[config.mk]
export PLATFORM = sky130hd
export DESIGN_NAME = octant_mem_rsp_router
export DESIGN_NICKNAME = d
export VERILOG_FILES = /design/src/rtl/octant_mem_rsp_router_pkg.sv /design/src/rtl/octant_mem_rsp_router_arb.sv /design/src/rtl/octant_mem_rsp_router.sv
export SDC_FILE = /design/constraint.sdc
export NUM_CORES = 1
export LEC_CHECK = 0
export CORE_ASPECT_RATIO = 1.25
export CORE_UTILIZATION = 38
export DETAILED_ROUTE_END_ITERATION = 16
export MAX_ROUTING_LAYER = met4
export PLACE_DENSITY = 0.76
export SYNTH_ARGS = -nofsm -noshare
export SYNTH_HDL_FRONTEND = slang
export SYNTH_SLANG_ARGS = --single-unit
[constraint.sdc]
create_clock -name i_clk -period 1.43 [get_ports i_clk]
set_clock_uncertainty 0.2 [all_clocks]
set_input_delay 0.286 -clock i_clk [delete_from_list [all_inputs] [get_ports i_clk]]
set_output_delay 0.286 -clock i_clk [all_outputs]
set_load 0.1 [all_outputs]
[src/rtl/octant_mem_rsp_router_pkg.sv]
// Shared constants and types for the octree/BFS memory response router.
// ADDR_SIZE_DEF is also used by the address select path.
package octant_mem_rsp_router_pkg;

  localparam int ADDR_SIZE_DEF = 4;
  localparam int DATA_SIZE_DEF = 32;

  localparam logic ID_OCTREE = 1'b0;
  localparam logic ID_BFS    = 1'b1;

  typedef struct packed {
    logic valid;
    logic id;
  } tag_t;

  // Returns 1 when BFS should win this cycle, given who is requesting.
  function automatic logic arb_pick_bfs(input logic req_octree,
                                        input logic req_bfs,
                                        input logic ptr_favours_bfs,
                                        input logic bfs_priority);
    logic pick;
    pick = 1'b0;
    if (req_bfs && !req_octree) begin
      pick = 1'b1;
    end else if (req_bfs && req_octree) begin
      pick = bfs_priority | ptr_favours_bfs;
    end
    return pick;
  endfunction

endpackage

[src/rtl/octant_mem_rsp_router_arb.sv]
// Two-input arbiter between the octree core and the BFS engine.
// Round-robin pointer flips after every grant; BFS_PRIORITY makes BFS win ties.
module octant_rr_arb2
  import octant_mem_rsp_router_pkg::*;
#(
  parameter bit BFS_PRIORITY = 1'b0
) (
  input  logic i_clk,
  input  logic i_rst_n,
  input  logic i_req_octree,
  input  logic i_req_bfs,
  output logic o_gnt_octree,
  output logic o_gnt_bfs
);

  logic ptr_q;
  logic ptr_d;
  logic pick_bfs;

  // Grants are gated by reset so nothing is accepted while held in reset.
  always_comb begin
    pick_bfs     = arb_pick_bfs(i_req_octree, i_req_bfs, ptr_q, BFS_PRIORITY);
    o_gnt_bfs    = i_rst_n & i_req_bfs & pick_bfs;
    o_gnt_octree = i_rst_n & i_req_octree & ~pick_bfs;
    ptr_d        = ptr_q;
    if (o_gnt_octree) begin
      ptr_d = ID_BFS;
    end else if (o_gnt_bfs) begin
      ptr_d = ID_OCTREE;
    end
  end

  always_ff @(posedge i_clk or negedge i_rst_n) begin
    if (!i_rst_n) begin
      ptr_q <= ID_OCTREE;
    end else begin
      ptr_q <= ptr_d;
    end
  end

endmodule

[src/rtl/octant_mem_rsp_router.sv]
// Arbitrates octree/BFS reads onto one synchronous-read memory port and routes
// each returned word back to the requester that issued it.
module octant_mem_rsp_router
  import octant_mem_rsp_router_pkg::*;
#(
  parameter int ADDR_SIZE    = ADDR_SIZE_DEF,
  parameter int DATA_SIZE    = DATA_SIZE_DEF,
  parameter int MEM_LATENCY  = 1,
  parameter bit BFS_PRIORITY = 1'b0
) (
  input  logic                 i_clk,
  input  logic                 i_rst_n,
  input  logic                 i_req_octree,
  input  logic [ADDR_SIZE-1:0] i_addr_octree,
  output logic                 o_gnt_octree,
  input  logic                 i_req_bfs,
  input  logic [ADDR_SIZE-1:0] i_addr_bfs,
  output logic                 o_gnt_bfs,
  output logic                 o_mem_en,
  output logic [ADDR_SIZE-1:0] o_mem_addr,
  input  logic [DATA_SIZE-1:0] i_mem_rdata,
  output logic [DATA_SIZE-1:0] o_rdata_octree,
  output logic                 o_rvalid_octree,
  output logic [DATA_SIZE-1:0] o_rdata_bfs,
  output logic                 o_rvalid_bfs
);

  logic gnt_octree;
  logic gnt_bfs;

  octant_rr_arb2 #(
    .BFS_PRIORITY (BFS_PRIORITY)
  ) u_arb (
    .i_clk        (i_clk),
    .i_rst_n      (i_rst_n),
    .i_req_octree (i_req_octree),
    .i_req_bfs    (i_req_bfs),
    .o_gnt_octree (gnt_octree),
    .o_gnt_bfs    (gnt_bfs)
  );

  assign o_gnt_octree = gnt_octree;
  assign o_gnt_bfs    = gnt_bfs;

  logic                 mem_en_q;
  logic                 mem_en_d;
  logic [ADDR_SIZE-1:0] mem_addr_q;
  logic [ADDR_SIZE-1:0] mem_addr_d;
  logic                 issue_id_q;
  logic                 issue_id_d;

  always_comb begin
    mem_en_d   = gnt_octree | gnt_bfs;
    mem_addr_d = mem_addr_q;
    issue_id_d = issue_id_q;
    if (gnt_bfs) begin
      mem_addr_d = i_addr_bfs;
      issue_id_d = ID_BFS;
    end else if (gnt_octree) begin
      mem_addr_d = i_addr_octree;
      issue_id_d = ID_OCTREE;
    end
  end

  always_ff @(posedge i_clk or negedge i_rst_n) begin
    if (!i_rst_n) begin
      mem_en_q   <= 1'b0;
      mem_addr_q <= '0;
      issue_id_q <= ID_OCTREE;
    end else begin
      mem_en_q   <= mem_en_d;
      mem_addr_q <= mem_addr_d;
      issue_id_q <= issue_id_d;
    end
  end

  assign o_mem_en   = mem_en_q;
  assign o_mem_addr = mem_addr_q;

  // One tag per memory pipeline stage; the head lines up with i_mem_rdata.
  tag_t tag_q [MEM_LATENCY];
  tag_t head;

  always_ff @(posedge i_clk or negedge i_rst_n) begin
    if (!i_rst_n) begin
      for (int i = 0; i < MEM_LATENCY; i++) begin
        tag_q[i] <= '0;
      end
    end else begin
      tag_q[0] <= '{valid: mem_en_q, id: issue_id_q};
      for (int i = 1; i < MEM_LATENCY; i++) begin
        tag_q[i] <= tag_q[i-1];
      end
    end
  end

  assign head = tag_q[MEM_LATENCY-1];

  logic                 rvalid_octree_q;
  logic                 rvalid_octree_d;
  logic                 rvalid_bfs_q;
  logic                 rvalid_bfs_d;
  logic [DATA_SIZE-1:0] rdata_octree_q;
  logic [DATA_SIZE-1:0] rdata_octree_d;
  logic [DATA_SIZE-1:0] rdata_bfs_q;
  logic [DATA_SIZE-1:0] rdata_bfs_d;

  // Only the tagged requester's data register captures; the other holds.
  always_comb begin
    rvalid_octree_d = head.valid & (head.id == ID_OCTREE);
    rvalid_bfs_d    = head.valid & (head.id == ID_BFS);
    rdata_octree_d  = rvalid_octree_d ? i_mem_rdata : rdata_octree_q;
    rdata_bfs_d     = rvalid_bfs_d    ? i_mem_rdata : rdata_bfs_q;
  end

  always_ff @(posedge i_clk or negedge i_rst_n) begin
    if (!i_rst_n) begin
      rvalid_octree_q <= 1'b0;
      rvalid_bfs_q    <= 1'b0;
      rdata_octree_q  <= '0;
      rdata_bfs_q     <= '0;
    end else begin
      rvalid_octree_q <= rvalid_octree_d;
      rvalid_bfs_q    <= rvalid_bfs_d;
      rdata_octree_q  <= rdata_octree_d;
      rdata_bfs_q     <= rdata_bfs_d;
    end
  end

  assign o_rvalid_octree = rvalid_octree_q;
  assign o_rvalid_bfs    = rvalid_bfs_q;
  assign o_rdata_octree  = rdata_octree_q;
  assign o_rdata_bfs     = rdata_bfs_q;

endmodule

Word level (Yosys, flattened, before mapping) --
Index checks and enable logic that the tools add are counted.
Word-level totals: register bits after elaboration 75, latch bits 0, bits in writable memories 0, bits in read-only memories 0, bits of input ports 44, memories 0
Operators by class: add/sub/neg operators 0, multipliers 0, div/mod/pow operators 0, magnitude comparators 0, equality and inequality tests 0, shift operators 0, mux-type cells 8, bitwise logic cells 9, reductions and logical operators 4
Operators by type and width (number):
- two-way mux 4 bit | 2
- AND 1 bit | 6
- two-way mux 1 bit | 6
- logical AND 1 bit | 2
- inverter 1 bit | 2
- nonzero test 2 bit | 1
- logical NOT 1 bit | 1
- OR 1 bit | 1

Depth between registers and ports, before layout --
word-level depth 7, depth in mapped cells 4

Modules after synthesis --
From an unflattened synthesis, not the netlist that was laid out.
Second synthesis, totals: cells, all modules 174, area, all modules 2976.6 um^2
By module, submodules not included:
- octant_mem_rsp_router | instances 1, cells an instance 166, area an instance 2915.3 um^2
- octant_rr_arb2 | instances 1, cells an instance 8, area an instance 61.3 um^2

Worst setup path after synthesis --
OpenSTA, ideal clock, no wires.
path type input-to-output, from input i_rst_n, to output o_gnt_octree, arrival time 1859 ps, data required time 944 ps, setup slack -915 ps, stages on the path 2, cells stage by stage nand2_2 -> a21oi_1
Between the ends: cells in the longest elaborated chain, start to end 2
Ends and longest elaborated chain:
- start, declared | RTL line octant_mem_rsp_router.sv:12 | input logic i_rst_n,
- AND 1 bit (2 in series) | RTL line octant_mem_rsp_router_arb.sv:24 | o_gnt_octree = i_rst_n & i_req_octree & ~pick_bfs;
- end, declared | RTL line octant_mem_rsp_router.sv:15 | output logic o_gnt_octree,
Every way passes these cells.

Final worst setup path --
from register u_arb.ptr_q, to output o_gnt_octree
Between the ends: cells in the longest elaborated chain, start to end 4
Ends and longest elaborated chain:
- start, declared | RTL line octant_mem_rsp_router_arb.sv:16 | logic ptr_q;
- start signal, assigned | RTL line octant_mem_rsp_router_arb.sv:37 | ptr_q <= ptr_d;
- two-way mux 1 bit | RTL line octant_mem_rsp_router_pkg.sv:25 | end else if (req_bfs && req_octree) begin
- two-way mux 1 bit | RTL line octant_mem_rsp_router_pkg.sv:23 | if (req_bfs && !req_octree) begin
- inverter 1 bit | RTL line octant_mem_rsp_router_arb.sv:24
- AND 1 bit | RTL line octant_mem_rsp_router_arb.sv:24
Every way passes these cells.

==> impl_results.md <==
* Core area at ~7100 um^2
* Unrepaired setup endpoints after global routing: yes
* CTS tree: yes
* Final ANT Viol Nets at 0
* Die Height at 98.2 um
* Residual DRC count at 0
* Initial core utilization at 0.399
* Area grow syn2layout at 90.0%
* Drt first-iter violations at 33
* Sequential share of the synthesized area at 0.667
* Clk pwr share at 0.144
* Worst EP arrival at 1.24 ns
* Hold Crit Start: issue_id_q
* Largest cells by area after synthesis: dfrtp_1 67%, mux2_2 27%, buf_6 1.2%
* Die X at 79.0 um
* Ys Warns at 0
* Routed wl met2 at 3730 um
* Syn Std Cell Area at 2820 um^2
* Crit-path max FO at 4
* Main synth FF type: dfrtp_1
* Peak supply drop at roughly 1.4 mV
* HP Class: reg -> reg
* GRT Total Usage at 0.198
* Final clock period utilization by the worst path at 1.21
* HPWL Detailed at ~5000 um
* Synth top area share at 0.667
* Power per Cell Area at between 2000 and 2500 nW/um^2
* Fin. max-slew vios at 0
* Die area at 7760 um^2
* Syn Nets at 211
* CTS Root Cell: clkbuf_8
* Cells after Synth at 167
* Mapped Avg Cell Area at 16.9 um^2
* GRT overflow at 0
* Final hold vios at 0
* Distinct cells, synth at 15
* Total CTS buffers at 9
* Failing checks: negative setup slack
* Setup violators final at 55
* Seq cells post-synth at 75
* Vias in the first global route at 2183
* Uppermost layer routed: met4
* Tmin final at 1.73 ns
* Hold Crit Depth at 0
* TritonRoute pass-1 iters at 4
* Max_slew headroom at 0.746
* Crit start category: flip-flop
* CTS sink count at 75
* Internal power at 6.63 mW
* First-pass GRT wire length at approximately 11000 um
* Initial antenna violation count at 0
* Routability cong. at 0.676
* Status: complete, but fails checks
* Worst reg2reg path startpoint: o_mem_addr[1]
* Critical path start-end classification: reg -> out
* Worst path required time at 0.94 ns
* Worst Reg-to-Reg Cells at 3
* Worst R2R Setup Slack at 0.03 ns
* Async set-reset flop share out of synthesis at 1.00
* Boundary Pins at 117
* Post-synth EDFFs at 0
* Total Wirelength at 6890 um
* Reg power frac at 0.267
* Met1 WL at around 2600 um
* Worst-path clk slew at 0.07 ns
* Worst setup path startpoint: u_arb.ptr_q
* Hold EP: head[0]
* Final setup margin at -0.299 ns
* Worst slew pin tran at 0.381 ns
* Post-route setup TNS at -0.938 ns
* Max Cap Violations at 0
* Routed via count at 1897
* Leakage Power at 2.29 nW
* Avg Vias per Cell at between 4 and 5
* Fmax at 0.578 GHz
* Clock Path Buffers at 2
* Largest net degree at the start of global routing at 76
* Met3 wire length at 441 um
* Wirelength per Cell at between 15 and 20 um
* Switch Pwr at between 6 and 7 mW
* Pwr Total at 12.7 mW
* # H-tree levels at 3
* Clock Latency Late Sink at 0.35 ns
* Hold Worst Slack at 0.198 ns
* Critical Path End Type: primary output
* Nets@finish at 350
* Final Util at 0.757
* Combinational power share at 0.589
* Sw Share at 0.476
* Largest area contributor in the netlist: dfrtp_1
* Ant. Diodes at 0
* Port-buffer cells at 116
* Crit Reg-Reg Endpoint: o_mem_addr[1]
* Share of cells above drive strength 1 at 0.797
* FP Rows at 34
[worst max-delay path by stage]
stage | endpoint | slack (ns) | cells past startpoint
after floorplan | o_mem_addr[0] | -0.36 | 3
after detailed placement | o_mem_addr[2] | -0.44 | 4
after global placement | o_mem_addr[2] | -0.38 | 4
after CTS | o_gnt_octree | -0.32 | 3
after global routing | o_gnt_bfs | -0.35 | 4
final | o_gnt_octree | -0.30 | 3
[cell usage after synthesis (3+ instances only)]
library cell  number
buf_2              4
buf_6              3
dfrtp_1           75
inv_1              3
mux2_1             3
mux2_2            68
nand2_1            3
[state kept, by name (all words and copies together) (netlist names)]
name and cells:
o_rdata_bfs 32, o_rvalid_bfs 1, o_mem_en 1, o_rvalid_octree 1
o_rdata_octree 32, head 2, o_mem_addr 4, u_arb.ptr_q 1
issue_id_q 1
[critical path, cell delays in order, from the launching register on]
cell	delay [ns]
dfrtp_1	0.41
buf_4	0.15
a21oi_4	0.14
buf_12	0.19
[cell usage in the layout, fill, tap and decap left out]
| cell | count |
|---|---|
| dfrtp_1 | 11 |
| nand2_2 | 2 |
| nand2b_4 | 1 |
| mux2_4 | 6 |
| mux2_1 | 2 |
| dfrtp_2 | 64 |
| dlygate4sd3_1 | 1 |
| buf_6 | 3 |
| nand2_4 | 1 |
| clkbuf_1 | 1 |
| clkinvlp_4 | 1 |
| bufinv_16 | 2 |
| inv_1 | 3 |
| clkbuf_16 | 1 |
| o21ai_0 | 1 |
| clkinv_2 | 1 |
| nand2_1 | 1 |
| buf_12 | 77 |
| a21o_2 | 1 |
| o21a_1 | 1 |
| dlygate4sd2_1 | 2 |
| clkbuf_8 | 11 |
| mux2_2 | 64 |
| clkdlybuf4s50_1 | 40 |
| buf_4 | 11 |
| a21oi_4 | 2 |
[final cells by class]
cell class	instances	area, um^2
timing repair buffer	135	2110
sequential	75	1960
fill	438	1710
multi-input combinational	82	928
clock buffer	12	155
tap	90	113
clock inverter	4	72.6
inverter	3	11.3
[cells by family (layout without fill, tap and decap cells)]
group / count (synthesis) / in the layout / share of synthesized area
DFF: 75 / 75 / 0.667
muxes: 72 / 72 / 0.289
buffers and inverters: 10 / 154 / 0.0231
AOI/OAI and AO/OA: 5 / 5 / 0.0124
and+or+nand+nor: 5 / 5 / 0.00845
[stage by stage]
step	cell area [um^2]	instances	worst slack, ns
2_1_floorplan	2920	167	-0.362
3_3_place_gp	5000	377	-0.383
3_5_place_dp	5000	377	-0.443
4_1_cts	5300	399	-0.319
5_1_grt	5350	401	-0.350
6_report	5350	401	-0.299
[power groups by stage]
stage / clock network (mW) / registers [mW] / logic [mW]
after floorplan: 0 / 7.06 / 0.669
after global placement: 0 / 3.38 / 7.32
after detailed placement: 0 / 3.43 / 7.41
after CTS: 1.87 / 3.38 / 7.47
after global routing: 1.94 / 3.46 / 7.62
final: 1.82 / 3.38 / 7.45
[routing by layer]
metal	global-route usage	vias to the layer above
met5	-	-
met4	0.101	0
met2	0.333	78
met3	0.0449	10
met1	0.216	948
li1	-	861
[timing repair]
action,CTS,global route
hold buffers,1,0
setup endpoints to repair,87,106
resized for setup,6,7
pin swaps,1,0
hold endpoints to repair,75,0
gates cloned,0,2
buffers inserted,6,0
Note: power is estimated with default switching activity, not from simulation.
